<file path="src/rtl/fetch_pkg.sv">
// Shared types and helpers for the instruction fetch buffer.
package fetch_pkg;

  localparam int FETCH_DEPTH_DEFAULT = 2;

  typedef struct packed {
    logic [31:0] pc;
    logic [31:0] inst;
  } fetch_entry_t;

  // Pointer width for a power-of-two depth; a 2-entry FIFO still needs one bit.
  function automatic int fetch_ptr_w(input int depth);
    int w;
    w = 1;
    for (int i = 2; i < depth; i = i * 2) w++;
    return w;
  endfunction

endpackage

</file>
<file path="src/rtl/fetch_fifo.sv">
// Instruction FIFO of {pc, inst} entries with a single-cycle flush clear.
module fetch_fifo
  import fetch_pkg::*;
#(
  parameter int DEPTH = FETCH_DEPTH_DEFAULT
) (
  input  logic        clk,
  input  logic        rst_n,
  input  logic        flush,
  input  logic        wr_en,
  input  logic [31:0] wr_pc,
  input  logic [31:0] wr_inst,
  input  logic        rd_en,
  output logic [31:0] head_pc,
  output logic [31:0] head_inst,
  output logic [3:0]  count
);

  localparam int PW = fetch_ptr_w(DEPTH);

  fetch_entry_t   mem [DEPTH];
  logic [PW-1:0]  rd_ptr;
  logic [PW-1:0]  wr_ptr;

  assign head_pc   = mem[rd_ptr].pc;
  assign head_inst = mem[rd_ptr].inst;

  // Storage is cleared on reset so the head reads zero; a flush only rewinds
  // the pointers because the stale contents are never observable again.
  always_ff @(posedge clk or negedge rst_n) begin
    if (!rst_n) begin
      rd_ptr <= '0;
      wr_ptr <= '0;
      count  <= 4'd0;
      for (int i = 0; i < DEPTH; i++) mem[i] <= '0;
    end else if (flush) begin
      rd_ptr <= '0;
      wr_ptr <= '0;
      count  <= 4'd0;
    end else begin
      if (wr_en) begin
        mem[wr_ptr] <= '{pc: wr_pc, inst: wr_inst};
        wr_ptr      <= wr_ptr + 1'b1;
      end
      if (rd_en) rd_ptr <= rd_ptr + 1'b1;
      count <= count + {3'b000, wr_en} - {3'b000, rd_en};
    end
  end

endmodule

</file>
<file path="src/rtl/fetch_buffer.sv">
// Fetch stage: issues imem reads, buffers returned words, holds the PC on lack of credit.
// Optional feature macro: FETCH_BUF_BYPASS_EN (presents a landing word straight to decode).
module fetch_buffer
  import fetch_pkg::*;
#(
  parameter int DEPTH = FETCH_DEPTH_DEFAULT
) (
  input  logic        i_clk,
  input  logic        i_rst_n,
  input  logic [31:0] i_imem_raddr,
  output logic        o_imem_ren,
  input  logic [31:0] i_imem_rdata,
  input  logic        i_flush,
  output logic        o_pc_hold,
  output logic        o_valid,
  input  logic        i_ready,
  output logic [31:0] o_inst,
  output logic [31:0] o_pc
);

  logic        req_vld_p0;
  logic [31:0] req_pc_p0;
  logic [31:0] head_pc;
  logic [31:0] head_inst;
  logic [3:0]  count;
  logic [3:0]  credit;
  logic        fifo_nonempty;
  logic        byp;
  logic        pop;
  logic        wr_en;
  logic        rd_en;

  assign fifo_nonempty = (count != 4'd0);

`ifdef FETCH_BUF_BYPASS_EN
  assign byp = !fifo_nonempty & req_vld_p0 & !i_flush;
`else
  assign byp = 1'b0;
`endif

  assign o_valid = (fifo_nonempty | byp) & !i_flush;
  assign pop     = o_valid & i_ready;
  assign o_inst  = byp ? i_imem_rdata : head_inst;
  assign o_pc    = byp ? req_pc_p0    : head_pc;

  // Occupancy after this edge if nothing new were issued; a fresh request is
  // allowed only while that leaves room for its data to land.
  assign credit     = count + {3'b000, req_vld_p0} - {3'b000, pop};
  assign o_pc_hold  = !i_flush & (credit >= 4'(DEPTH));
  assign o_imem_ren = i_rst_n & !o_pc_hold;

  assign wr_en = req_vld_p0 & !i_flush & !(byp & i_ready);
  assign rd_en = pop & fifo_nonempty;

  // Stage p0: request in flight. Hold is forced low during a flush, so the
  // branch target issued in that cycle is always captured here.
  always_ff @(posedge i_clk or negedge i_rst_n) begin
    if (!i_rst_n) begin
      req_vld_p0 <= 1'b0;
      req_pc_p0  <= '0;
    end else begin
      req_vld_p0 <= o_imem_ren;
      req_pc_p0  <= i_imem_raddr;
    end
  end

  fetch_fifo #(
    .DEPTH(DEPTH)
  ) u_fifo (
    .clk      (i_clk),
    .rst_n    (i_rst_n),
    .flush    (i_flush),
    .wr_en    (wr_en),
    .wr_pc    (req_pc_p0),
    .wr_inst  (i_imem_rdata),
    .rd_en    (rd_en),
    .head_pc  (head_pc),
    .head_inst(head_inst),
    .count    (count)
  );

endmodule

</file>
<file path="config.mk">
export PLATFORM = sky130hd
export DESIGN_NAME = fetch_buffer
export DESIGN_NICKNAME = d
export VERILOG_FILES = /design/src/rtl/fetch_pkg.sv /design/src/rtl/fetch_fifo.sv /design/src/rtl/fetch_buffer.sv
export SDC_FILE = /design/constraint.sdc
export NUM_CORES = 1
export LEC_CHECK = 0
export ABC_CLOCK_PERIOD_IN_PS = 6900
export CORE_ASPECT_RATIO = 0.5
export CORE_UTILIZATION = 56
export DETAILED_ROUTE_END_ITERATION = 7
export PLACE_DENSITY = 0.85
export SLEW_MARGIN = 20
export SYNTH_ARGS = -nofsm -noshare
export SYNTH_HDL_FRONTEND = slang
export SYNTH_HIERARCHICAL = 1
export SYNTH_SLANG_ARGS = --single-unit
</file>
<file path="constraint.sdc">
create_clock -name i_clk -period 6.9 [get_ports i_clk]
set_input_delay 0.69 -clock i_clk [delete_from_list [all_inputs] [get_ports i_clk]]
set_output_delay 0.69 -clock i_clk [all_outputs]
set_load 0.1 [all_outputs]
</file>
==> key figures, run 1 <==
Run status
  • Status: finished clean

Hold path
  • Hold crit path type: primary input to asynchronous set/reset pin

Synth
  • Synth top area share: 60.6%
  • Seq/Total Area, Yosys: 60.6%
  • Synthesized area: between 0.006 and 0.007 mm2
  • Synth cell types: 29
  • Synthesis Warnings: 6
  • Area leader, netlist: dfrtp_1
  • Post-Syn Nets: 513
  • Yosys reg bits: 167
  • Cells taking the most area after synthesis: dfrtp_1 61%, mux2_2 28%, mux2_1 2.9%
  • Synth Instances: 434
  • Syn Area/Cell: 15.9 um2

Global routing
  • Number of global-route vias before repair: approximately 4300
  • First-pass GRT wire length: 21500 um
  • Largest net degree at the start of global routing: between 100 and 150
  • Initial antenna violation count: 0
  • GRT Total Usage: 21.9%
  • GRT overflow: 0

STA
  • RSZ-0062 raised after global routing: no
  • Final hold violation count: 0
  • Finish-stage setup viols: 0
  • Max Slew Vio Count: 0
  • Worst-margin pin slew: between 1 and 1.5 ns
  • Max-slew headroom: between 30% and 40%
  • Setup Skew: about 0.0062 ns
  • Crit share post-route: between 70 and 80%
  • Setup_tns: 0 ns
  • Peak Freq: 0.187 GHz
  • Fin crit period: 5.33 ns

Floorplan
  • Die height: 80.5 um
  • Starting Density: slightly below 60%
  • Die area: 0.0128 mm2
  • Site row count: 28
  • Die width: 159 um
  • Core area: around 0.012 mm2
  • # IOs: 135

Critical path
  • Critical path class: primary input to primary output
  • CP startpoint kind: primary input
  • Critical path capture point type: primary output
  • Worst path arrival time: 4.64 ns
  • CP Data Required Time: 6.21 ns
  • CP max-delay cell: clkdlybuf4s50_1
  • CP Max Fanout: 12
  • CP peak stage delay: roughly 1.2 ns
  • Crit-path cells: clkdlybuf4s50_1, a31oi_1, and2_1, ha_1, inv_1, ha_1, fa_1, xnor2_1, nand4_1, o311ai_1, clkdlybuf4s50_1

CTS
  • TritonCTS buffer count: 17
  • Max Buffers Root-to-Sink: 2
  • Clk_lat worst skew: 0.41 ns
  • Clock transition at path regs: 0.06 ns
  • CTS tree: yes
  • # resized after CTS: 0
  • Number of H-tree levels: 4
  • TritonCTS Sinks: 167
  • Post-CTS Hold Fix Bufs: 0
  • Post-CTS Setup Inserts: 0
  • Root buf cell: clkbuf_16

Cells and area
  • Final cell count without fillers: ~750
  • Ant. Diodes: 0
  • Synthesis-to-layout area growth: 30.5%
  • Fill cells: approximately 730
  • Most frequent cells in the layout: 174 x mux2_2, 166 x dfrtp_1, 133 x clkdlybuf4s50_1, 18 x mux2_1, 17 x clkbuf_16
  • Final Cell Area: roughly 0.009 mm2
  • Multi-input logic area: 0.00254 mm2
  • Register area: 0.00418 mm2
  • Post-layout util: 75.6%
  • Final #Nets: 650
  • Share of post-route cells with drive strength above 1: 37.0%
  • Commonest non-fill, non-tap cell in the layout: mux2_2

Detailed routing
  • DR iter-0 viols: 140
  • Vias/cell: 5.20
  • DRT antenna net count: 0
  • WL/cell: 17.3 um
  • DRC violations left: 0
  • Vias: just under 4000
  • Total Wirelength: 12900 um
  • Drt first pass iters: 5

Placed design
  • Cells after DPL: 717
  • # port buffers: between 100 and 150
  • GPL Wtd Cong: 0.765
  • DP Area: 0.00835 mm2
  • DP Wirelength: 8130 um

Run
  • Max Cap Violations: 0
-- stage by stage --
stage | setup slack, ns | hold slack, ns
after floorplan | 0.237 | 0.394
after global placement | 1.66 | 0.464
after detailed placement | 1.55 | 0.473
after CTS | 1.52 | 0.471
after global routing | 1.36 | 0.482
final | 1.57 | 0.400
-- layout make-up --
class / instances / area share [%]
clock buffer: 20 / 5.07
clock inverter: 11 / 2.20
inverter: 12 / 0.500
multi-input combinational: 234 / 28.2
sequential: 167 / 46.4
tap: 165 / 2.29
timing repair buffer: 139 / 15.4
-- cell usage after synthesis, drive strengths merged --
library cell and n:
a21o 2, a21oi 2, a31oi 1, a41oi 1
and2 2, and3 1, buf 19, clkbuf 2
dfrtp 167, fa 2, ha 9, inv 12
mux2 192, nand2 1, nand3 2, nand3b 1
nand4 1, nor2 4, nor2b 3, nor3 1
o2111ai 1, o21ai 1, o311ai 1, or3 1
xnor2 5
-- path summary, 6_finish.rpt --
check | startpoint | end | slack [ns] | cells past startpoint
max | i_flush | o_imem_ren | 1.57 | 11
min | i_rst_n | req_pc_p0[15] | 0.40 | 1
max reg2reg | u_fifo/count[2] | req_vld_p0 | 4.16 | 11
min reg2reg | u_fifo/mem[96] | u_fifo/mem[96] | 0.48 | 1
max in group asynchronous | i_rst_n | u_fifo/mem[102] | 5.23 | 2
min in group i_clk | u_fifo/mem[96] | u_fifo/mem[96] | 0.48 | 1
-- critical path: cells and delay by family --
kind,cells,cell delay (ns)
AO/OA/AOI/OAI,2,0.49
XOR/XNOR,1,0.29
adder cells (fa/ha/maj),3,0.84
buffers and inverters,3,2.01
AND/OR/NAND/NOR,2,0.33
-- logic make-up after synthesis --
| kind of cell | synth area share [%] |
|---|---|
| buffers and inverters | 2.68 |
| muxes | 31.3 |
| adders and majority gates | 2.21 |
| and+or+nand+nor | 1.56 |
| AOI/OAI and AO/OA | 1.03 |
| xor gates and xnor gates | 0.634 |
| DFF | 60.6 |
-- per-layer routing --
| metal | GRT usage, % | up-vias | share of wire (%) |
|---|---|---|---|
| li1 | - | 1814 | - |
| met4 | 7.98 | 0 | 0.71 |
| met2 | 39.9 | 66 | 54 |
| met1 | 26.5 | 2001 | 43 |
| met3 | 4.08 | 11 | 2.8 |
| met5 | 0 | - | 0 |
-- sequential cells by signal, summed over array words and instances, names as in the netlist --
name	cells
req_pc_p0	32
req_vld_p0	1
u_fifo/count	4
u_fifo/wr_ptr	1
u_fifo/mem	128
u_fifo/rd_ptr	1
Power of run 1 is left out: the tool's default activity adds up to more than one toggle a clock period on the data nets, which glitch-free logic cannot reach.
==> inputs of run 2 (changes only) <==
ABC_CLOCK_PERIOD_IN_PS = 4400   (was 6900)
CORE_UTILIZATION = 47   (was 56)
PLACE_DENSITY = 0.76   (was 0.85)
clock period = 4.4 ns   (was 6.9 ns; I/O delays follow)
==> key figures, run 2 (synthesized netlist as in run 1, its figures left out) <==
Run status
  • Status: finished clean

Detailed routing
  • DRC violations left: 0 (unchanged)
  • DR iter-0 viols: 100 (-29%)
  • WL/cell: 16.6 um (-3.9%)
  • Vias/cell: 4.96 (-4.6%)
  • DRT antenna net count: 0 (unchanged)
  • Drt first pass iters: 4 (-1)
  • Vias: 3875 (-0.44%)
  • Total Wirelength: 13000 um (+0.37%)

CTS
  • TritonCTS buffer count: 17 (unchanged)
  • Root buf cell: clkbuf_16
  • Number of H-tree levels: 4 (unchanged)
  • Clk_lat worst skew: 0.41 ns (about the same)
  • Max Buffers Root-to-Sink: 2 (unchanged)
  • Post-CTS Hold Fix Bufs: 1 (+1)
  • Clock transition at path regs: 0.07 ns (about the same)
  • CTS tree: yes
  • Post-CTS Setup Inserts: 0 (unchanged)
  • # resized after CTS: 0 (unchanged)
  • TritonCTS Sinks: 167 (unchanged)

STA
  • Setup_tns: 0 ns (unchanged)
  • Setup Skew: 0.00990 ns (+0.00369 ns)
  • Finish-stage setup viols: 0 (unchanged)
  • Fin crit period: 3.75 ns
  • Crit share post-route: 85.3%
  • Final hold violation count: 0 (unchanged)
  • Worst-margin pin slew: 1.02 ns (-0.00367 ns)
  • Max-slew headroom: 32.0% (+0.25 points)
  • Max Slew Vio Count: 0 (unchanged)
  • RSZ-0062 raised after global routing: no
  • Peak Freq: 0.266 GHz

Floorplan
  • Core area: 0.0139 mm2 (+17%)
  • Die width: 173 um (+9.0%)
  • Site row count: 30 (+7.1%)
  • Starting Density: 49.6% (-8.4 points)
  • Die height: 87.7 um (+8.9%)
  • # IOs: 135 (unchanged)
  • Die area: 0.0152 mm2 (+19%)

Global routing
  • GRT Total Usage: 18.4% (-3.5 points)
  • First-pass GRT wire length: 21600 um (+0.54%)
  • Number of global-route vias before repair: 4262 (-1.6%)
  • GRT overflow: 0 (unchanged)
  • Largest net degree at the start of global routing: 65 (-43%)
  • Initial antenna violation count: 0 (unchanged)

Critical path
  • Critical path capture point type: primary output
  • Worst path arrival time: 3.31 ns (-1.33 ns)
  • Critical path class: flip-flop to primary output
  • R2R Setup Slk: 1.60 ns (-2.56 ns)
  • CP Data Required Time: 3.96 ns (-2.25 ns)
  • CP startpoint kind: flip-flop
  • CP Max Fanout: 3 (-9)

Cells and area
  • Number of flip-flops in the largest register: 128 (unchanged)
  • Largest register by flop count: u_fifo/mem
  • Ant. Diodes: 0 (unchanged)
  • Largest regs: u_fifo/mem (128), req_pc_p0 (32), u_fifo/count (4)
  • Synthesis-to-layout area growth: 31.1%
  • Final #Nets: 655 (+0.77%)
  • Most frequent cells in the layout: 174 x mux2_2, 166 x dfrtp_1, 131 x clkdlybuf4s50_1, 18 x mux2_1, 17 x clkbuf_16
  • Commonest non-fill, non-tap cell in the layout: mux2_2
  • Share of post-route cells with drive strength above 1: 38.4% (+1.3 points)
  • Fill cells: 1037 (+41%)

Placed design
  • DP Wirelength: 8330 um (+2.4%)
  • GPL Wtd Cong: 0.761 (-0.63%)
  • # port buffers: 134 (unchanged)

Run
  • Max Cap Violations: 0 (unchanged)

Hold path
  • Hold crit path type: primary input to flip-flop
==> run 2: cell type report <==
type	instances	area (um2)	area share, %
tap	192	240	2.65
inverter	12	45.0	0.498
sequential	167	4180	46.2
clock buffer	19	453	5.00
clock inverter	13	143	1.58
timing repair buffer	144	1430	15.8
multi-input combinational	234	2560	28.3
==> run 2: layer usage <==
layer	up-vias	part of all wire [%]	track usage [%]
met4	0	0.95	6.11
met1	1984	44	23.2
met2	56	52	32.3
li1	1823	-	-
met3	12	2.8	3.60
met5	-	0	0
==> run 2: critical path, cell delays in order, from the launching register on <==
cell	delay [ns]
dfrtp_1	0.41
inv_1	0.09
ha_1	0.16
a31oi_2	0.11
and2_1	0.18
ha_1	0.26
inv_1	0.04
ha_1	0.20
fa_1	0.39
xnor2_1	0.29
nand4_1	0.22
o311ai_4	0.34
buf_12	0.22
==> run 2: final timing paths <==
kind,from,endpoint,cells past startpoint
max in group asynchronous,i_rst_n,u_fifo/mem[104],4
worst min register to register,u_fifo/mem[89],u_fifo/mem[89],1
worst max-delay path,u_fifo/count[2],o_imem_ren,12
worst min-delay path,i_imem_raddr[1],req_pc_p0[1],1
worst max register to register,u_fifo/count[2],req_vld_p0,11
min in group asynchronous,i_rst_n,u_fifo/mem[108],2
==> run 2: stage by stage <==
stage	utilization, %	setup slack, ns	hold WS [ns]	instances	area [um2]
after floorplan	-	0.0675	0.144	434	6930
after global placement	60.6	0.971	0.429	748	8440
after detailed placement	60.6	0.840	0.433	748	8440
after CTS	65.0	0.615	0.439	781	9050
after global routing	65.0	0.433	0.441	781	9050
final	65.0	0.646	0.459	781	9050
Power of run 2 is left out for the same reason.
==> inputs of run 3 (changes only) <==
CAP_MARGIN = 20   (was unset)
PLACE_DENSITY = 0.75   (was 0.76)
==> key figures, run 3 (synthesized netlist as in run 1, its figures left out) <==
CTS
  • # resized after CTS: 0 (unchanged)
  • TritonCTS buffer count: 17 (unchanged)
  • Root buf cell: clkbuf_16
  • Clock transition at path regs: 0.07 ns (about the same)
  • Number of H-tree levels: 4 (unchanged)
  • Max Buffers Root-to-Sink: 2 (unchanged)
  • Post-CTS Setup Inserts: 0 (unchanged)
  • TritonCTS Sinks: 167 (unchanged)
  • CTS tree: yes
  • Clk_lat worst skew: 0.41 ns (about the same)
  • Post-CTS Hold Fix Bufs: 0 (-1)

Cells and area
  • Final #Nets: 653 (-0.31%)
  • Largest register by flop count: u_fifo/mem
  • Most frequent cells in the layout: 174 x mux2_2, 166 x dfrtp_1, 131 x clkdlybuf4s50_1, 18 x mux2_1, 17 x clkbuf_16
  • Number of flip-flops in the largest register: 128 (unchanged)
  • Register area: 0.00418 mm2 (unchanged)
  • Multi-input logic area: 0.00256 mm2 (unchanged)
  • Share of post-route cells with drive strength above 1: 38.2% (-0.14 points)
  • Synthesis-to-layout area growth: 30.9%
  • Largest regs: u_fifo/mem (128), req_pc_p0 (32), u_fifo/count (4)
  • Commonest non-fill, non-tap cell in the layout: mux2_2
  • Ant. Diodes: 0 (unchanged)
  • Fill cells: 1054 (+1.6%)

Detailed routing
  • DRT antenna net count: 0 (unchanged)
  • DR iter-0 viols: 87 (-13%)
  • Vias: 3885 (+0.26%)
  • WL/cell: 16.4 um (-1.4%)
  • Drt first pass iters: 4 (unchanged)
  • DRC violations left: 0 (unchanged)
  • Total Wirelength: 12700 um (-1.8%)
  • Vias/cell: 4.99 (+0.64%)

Critical path
  • R2R Setup Slk: 1.63 ns (+0.03 ns)
  • Capture point of the worst reg-to-reg path: req_vld_p0
  • Crit-path cells: inv_1, ha_1, a31oi_2, and2_1, ha_1, inv_1, ha_1, fa_1, xnor2_1, nand4_1, o311ai_4, buf_12
  • Critical path capture point type: primary output
  • CP Data Required Time: 3.96 ns (about the same)
  • CP bufs+invs: 3 (unchanged)
  • Critical path class: flip-flop to primary output
  • Worst r2r src: u_fifo/count[2]
  • CP most frequent cell: ha_1
  • CP startpoint kind: flip-flop
  • CP max-delay cell: dfrtp_1
  • CP peak stage delay: 0.40 ns (about the same)
  • Worst-case reg-to-reg path depth: 11 (unchanged)
  • Worst path arrival time: 3.28 ns (-0.03 ns)
  • Worst path top cell family by delay: adder cells
  • CP Max Fanout: 3 (unchanged)

STA
  • Final hold violation count: 0 (unchanged)
  • Setup Skew: 0.0114 ns (+0.00151 ns)
  • Fin crit period: 3.72 ns (-0.0376 ns)
  • Setup_tns: 0 ns (unchanged)
  • Max Slew Vio Count: 0 (unchanged)
  • Crit share post-route: 84.5% (-0.85 points)
  • Worst-margin pin slew: 1.01 ns (-0.00184 ns)
  • Peak Freq: 0.269 GHz (+1.0%)
  • Max-slew headroom: 32.1% (+0.12 points)
  • RSZ-0062 raised after global routing: no
  • Finish-stage setup viols: 0 (unchanged)

Global routing
  • GRT overflow: 0 (unchanged)
  • GRT Total Usage: 18.2% (-0.21 points)
  • Number of global-route vias before repair: 4238 (-0.56%)
  • Largest net degree at the start of global routing: 89 (+37%)
  • First-pass GRT wire length: 21200 um (-1.9%)
  • Initial antenna violation count: 0 (unchanged)

Hold path
  • Hold crit path type: primary input to asynchronous set/reset pin

Floorplan
  • Die height: 87.7 um (unchanged)
  • # IOs: 135 (unchanged)
  • Site row count: 30 (unchanged)
  • Die area: 0.0152 mm2 (unchanged)
  • Die width: 173 um (unchanged)
  • Core area: 0.0139 mm2 (unchanged)
  • Starting Density: 49.6% (unchanged)

Placed design
  • GPL Wtd Cong: 0.719 (-5.5%)
  • # port buffers: 134 (unchanged)
  • DP Wirelength: 8220 um (-1.3%)

Run status
  • Status: finished clean

Run
  • Max Cap Violations: 0 (unchanged)
[run 3: cell count changes in the layout (fill, tap and decap cells not counted)]
cell           before  now
dlygate4sd3_1       1    0
clkinv_2            2    1
clkinv_4            0    4
inv_6               4    3
bufinv_16           2    1
buf_4              10    6
buf_12              1    3
clkinvlp_4          5    3
buf_6               1    2
[run 3: metrics by stage]
step / setup WS (ns) / utilization [%] / instance area (um2) / std cells / hold slack, ns
after floorplan: 0.0675 / - / 6930 / 434 / 0.144
after global placement: 0.960 / 60.8 / 8460 / 747 / 0.464
after detailed placement: 0.867 / 60.8 / 8460 / 747 / 0.472
after CTS: 0.656 / 64.9 / 9030 / 778 / 0.0937
after global routing: 0.463 / 64.9 / 9040 / 778 / 0.119
final: 0.683 / 64.9 / 9040 / 778 / 0.0742
[run 3: worst max-delay path by stage]
stage	depth (start not counted)	endpoint	start
2_1_floorplan	11	o_imem_ren	u_fifo/count[2]
3_3_place_gp	11	o_imem_ren	i_flush
3_5_place_dp	11	o_imem_ren	i_flush
4_1_cts	12	o_imem_ren	u_fifo/count[2]
5_1_grt	12	o_imem_ren	u_fifo/count[2]
6_report	12	o_imem_ren	u_fifo/count[2]
[run 3: cell type report]
class | instances | share of cell area [%]
clock inverters | 12 | 1.32
multi-input cells | 234 | 28.3
inverters | 12 | 0.498
well taps | 192 | 2.66
flip-flops and latches | 167 | 46.3
clock buffers | 19 | 5.01
repair buffers | 142 | 15.9
[run 3: routing by layer]
layer,routed length [um],up-vias,track usage [%]
li1,-,1818,-
met4,130,0,7.16
met1,5810,1996,23.0
met3,372,10,3.78
met2,6410,61,31.3
met5,0,-,0
[run 3: worst reg2reg max path, delay by kind of cell, from the launching register on]
family	cells	cell delay (ns)
adder cells (fa/ha/maj)	4	1.01
AO/OA/AOI/OAI	2	0.46
flip-flops	1	0.40
AND/OR/NAND/NOR	2	0.37
XOR/XNOR	1	0.29
buffers and inverters	2	0.12
Power of run 3 is left out for the same reason.
